[config.mk]
export PLATFORM = sky130hd
export DESIGN_NAME = mod_n_counter
export DESIGN_NICKNAME = d
export VERILOG_FILES = /design/src/rtl/mod_n_counter_pkg.sv /design/src/rtl/mod_n_counter_if.sv /design/src/rtl/mod_n_counter_core.sv /design/src/rtl/mod_n_counter.sv
export SDC_FILE = /design/constraint.sdc
export NUM_CORES = 1
export LEC_CHECK = 0
export ABC_AREA = 1
export BUFFER_PORTS_ARGS = -buffer_cell sky130_fd_sc_hd__buf_4
export CAP_MARGIN = 15
export CORE_AREA = 4 4 41 43
export DETAILED_ROUTE_END_ITERATION = 6
export DIE_AREA = 0 0 45 47
export GPL_TIMING_DRIVEN = 1
export PLACE_DENSITY = 0.36
export SLEW_MARGIN = 0
export SYNTH_ARGS = -nofsm -noshare
export SYNTH_HDL_FRONTEND = slang
export SYNTH_SLANG_ARGS = --single-unit
export TNS_END_PERCENT = 20
[constraint.sdc]
create_clock -name clk -period 1.6 [get_ports clk]
set_input_delay 0.16 -clock clk [delete_from_list [all_inputs] [get_ports clk]]
set_output_delay 0.16 -clock clk [all_outputs]
set_load 0.05 [all_outputs]
[src/rtl/mod_n_counter_pkg.sv]
// Shared helpers for the modulo-N counter: count-width derivation.
package mod_n_counter_pkg;

  localparam int N_DEFAULT = 10;

  // Count width is ceil(log2(n)), never below one bit.
  function automatic int calc_w(input int n);
    return ($clog2(n) < 1) ? 1 : $clog2(n);
  endfunction

endpackage

[src/rtl/mod_n_counter_if.sv]
// Count-enable / count / terminal-count bundle for one counter stage.
interface mod_n_counter_if #(
  parameter int W = 4
);
  logic         ce;
  logic [W-1:0] q;
  logic         ov;

  modport master (output ce, input q, input ov);
  modport slave  (input ce, output q, output ov);
endinterface

[src/rtl/mod_n_counter_core.sv]
// Counter state and terminal-count decode, driven through the stage bundle.
module mod_n_counter_core
  import mod_n_counter_pkg::*;
#(
  parameter int N = N_DEFAULT
) (
  input  logic            clk,
  input  logic            rst,
  mod_n_counter_if.slave  bus
);
  localparam int           W    = calc_w(N);
  localparam logic [W-1:0] LAST = W'(N - 1);

  logic [W-1:0] r_q;
  logic         w_last;

  // >= also folds any out-of-range value back to 0 on the next enabled edge.
  always_ff @(posedge clk) begin
    if (rst)
      r_q <= '0;
    else if (bus.ce) begin
      if (r_q >= LAST) r_q <= '0;
      else             r_q <= r_q + 1'b1;
    end
  end

  assign w_last = (r_q == LAST);
  assign bus.q  = r_q;
  // Deliberately not gated by rst so a cascade sees a pure ce-qualified strobe.
  assign bus.ov = bus.ce & w_last;

endmodule

[src/rtl/mod_n_counter.sv]
// Modulo-N up-counter with clock enable and cascadable terminal-count output.
module mod_n_counter
  import mod_n_counter_pkg::*;
#(
  parameter  int N = N_DEFAULT,
  localparam int W = calc_w(N)
) (
  input  logic         clk,
  input  logic         rst,
  input  logic         ce,
  output logic [W-1:0] q,
  output logic         ov
);
  if (N < 2) begin : g_bad_n
    $fatal(1, "mod_n_counter: N must be >= 2");
  end

  mod_n_counter_if #(.W(W)) u_bus ();

  assign u_bus.ce = ce;
  assign q        = u_bus.q;
  assign ov       = u_bus.ov;

  mod_n_counter_core #(.N(N)) u_core (
    .clk (clk),
    .rst (rst),
    .bus (u_bus)
  );

endmodule

==> flow_summary.json <==
{
  "fp.dieH_um": 47,
  "avgSynthCellArea_um2": 6.756,
  "drt-pass1-iter-count": 4,
  "cp.required_ps": 1440,
  "crit_buf_inv": 2,
  "n_antenna_cell": 0,
  "antenna_found_initial": 0,
  "seqCellArea_um2": 81.33,
  "fmax_mhz": 723.3,
  "track_usage_pct": 5.854,
  "cts_root_buf": "clkbuf_4",
  "finalCritPeriodShare_pct": 86.41,
  "hold_start": "rst",
  "irDropWorstVdd_mv": 0.3099,
  "io_buffers": 7,
  "syn2layout_area_growth_pct": 35.19,
  "worstSetupEndpointType": "output port",
  "synth-async-reset-ratio_pct": 0,
  "critPathMaxStageDelay_ps": 400,
  "die_w_um": 45,
  "p_leak_nw": 0.1879,
  "rsz0062_at_grt": "no",
  "layout.cells.non_filler": 64,
  "fillers": 160,
  "whs_endpoint": "u_core.bus.q[0]",
  "ys_warn_count": 0,
  "critPathMaxFanout": 6,
  "period_needed_ps": 1383,
  "postCtsSetupBuffers": 0,
  "worstReg2RegEnd": "u_core.bus.q[0]",
  "crit_chain": "ha_1 > inv_1 > nor3_4 > buf_4",
  "start_kind": "flip-flop",
  "cpLargestDelayFamily": "flip-flops",
  "antenna_left": 0,
  "yosys.area.top_type": "dfxtp_1",
  "viasPerCell": 3.672,
  "synth.area.top_cells": "dfxtp_1, ha_1, nand2_1",
  "remaining_drc_errors": 0,
  "ys_ff_latch": 4,
  "cts_tree": "done",
  "place.gp.congestion": 0.6618,
  "drive_gt1_share_pct": 28.57,
  "reg2reg_depth": 7,
  "cp_slowest_cell": "dfxtp_2",
  "holdPathStages": 4,
  "numCtsBuffers": 3,
  "synth_edf_count": 0,
  "cts_resized": 0,
  "worstMarginPinSlew_ps": 155.8,
  "syn_nets": 46,
  "slew_headroom_pct": 89.50,
  "path_clk_slew_ps": 40,
  "arrival_ps": 1220,
  "dieArea_um2": 2115,
  "synth.most_common_cell": "nand2_1",
  "dp_hpwl_um": 415.1,
  "synth_ff_type": "dfxtp_1",
  "ys_types": 13,
  "clock_latency_ps": 230,
  "syn_area_um2": 270.3,
  "setup_viol": 0,
  "ctsHoldBuffers": 0,
  "clock_path_buffers": 2,
  "crit_type": "reg2out",
  "slew_viol_final": 0,
  "tns_ps": 0,
  "grt_pass1_vias": 200,
  "fp.coreArea_um2": 1301,
  "fin_nets": 57,
  "powerDensity_nw_per_um2": 846.4,
  "synth_top_area_share_pct": 29.63,
  "cts_sinks": 4,
  "seq_area_frac_synth_pct": 29.63,
  "dp.cells": 61,
  "worstReg2RegStart": "u_core.bus.q[1]",
  "hold_class": "in2reg",
  "fin_worst_skew_ps": 0.3196,
  "rows": 13,
  "wl_um": 500,
  "grt_overflow": 0,
  "synth_commonest_cells": "nand2_1, inv_1, nor2_1, dfxtp_1, ha_1",
  "netlist_instances": 40,
  "drt_iter0_drc": 2,
  "wl_per_cell_um": 7.813,
  "grt_pass1_wl_um": 800,
  "hold_viol_final": 0,
  "status": "finished, final reports clean",
  "grt_max_degree": 9,
  "htreeDepth": 1,
  "boundaryPins": 8,
  "via_count": 235,
  "r2r_setup_slack_ps": 470,
  "largest_register_ffs": 4,
  "start_util_pct": 20.77,
  "drv_cap": 0,
  "multiInputGateArea_um2": 156.4
}
==> per-layer routing <==
layer	part of all wire, %	wire length [µm]	vias to the layer above	global-route usage [%]
met1	43	217	96	5.479
met4	0	0	0	8.772
met2	53	263	3	8.192
met5	0	0	-	0
met3	4.0	20	0	2.299
li1	-	-	136	-
==> report_power, final <==
part	internal, mW	switching [mW]
sequential	0.107	0.00985
clock	0.0836	0.0372
combinational	0.0259	0.0457
total	0.216	0.0928
==> placed cells by master, fill, tap and decap left out <==
master,netlist,routed
clkbuf_4,0,3
dfxtp_2,0,1
nor2_1,5,5
o21ai_1,1,1
nand3_1,2,2
buf_4,0,7
inv_1,9,9
nor3_4,0,1
xnor2_1,1,1
nand2_4,1,1
ha_1,3,3
o21ai_0,1,1
nand2_1,10,10
dfxtp_1,4,3
nand2_2,1,1
==> logic make-up (layout without fill, tap and decap cells) <==
kind of cell / after synthesis / count (layout) / synth area share (%)
compound gates: 2 / 2 / 3.700
xor+xnor: 1 / 1 / 3.241
fa+ha+maj: 3 / 3 / 13.89
buf+inv: 10 / 19 / 16.67
flops: 4 / 4 / 29.63
simple gates: 20 / 20 / 32.87
==> layout make-up <==
class,instances,area share (%)
inverters,9,9.247
clock buffers,3,6.164
well taps,15,5.137
repair buffers,7,14.38
multi-input cells,26,42.81
flip-flops and latches,4,22.26
==> worst reg2reg max path, stage by stage, from the launching register on <==
cell and delay [ps]:
dfxtp_1 380, inv_1 80, ha_1 180, inv_1 100, nand3_1 80, nand2_1 70
nand2_2 70, nor2_1 90
==> how the worst max path moves through the flow <==
stage | cells past startpoint | slack (ps) | from | end
3_5_place_dp | 4 | 440 | u_core.bus.q[0] | ov
3_3_place_gp | 4 | 450 | u_core.bus.q[0] | ov
5_1_grt | 5 | 130 | u_core.bus.q[1] | ov
6_report | 4 | 220 | u_core.bus.q[0] | ov
4_1_cts | 4 | 190 | u_core.bus.q[0] | ov
2_1_floorplan | 2 | 130 | u_core.bus.q[3] | ov
==> metrics by stage <==
| step | instance area, µm² | total power [mW] | utilization (%) | hold slack, ps | worst slack (ps) |
|---|---|---|---|---|---|
| after floorplan | 282.8 | 0.1731 | - | 338.9 | 130.9 |
| after global placement | 342.8 | 0.1914 | 26.35 | 457.0 | 448.7 |
| after detailed placement | 342.8 | 0.1910 | 26.35 | 458.2 | 442.1 |
| after CTS | 365.4 | 0.3183 | 28.08 | 210.1 | 192.0 |
| after global routing | 365.4 | 0.3394 | 28.08 | 221.6 | 134.1 |
| final | 365.4 | 0.3092 | 28.08 | 215.5 | 217.4 |
No activity file was read; power rests on OpenSTA's default activity.
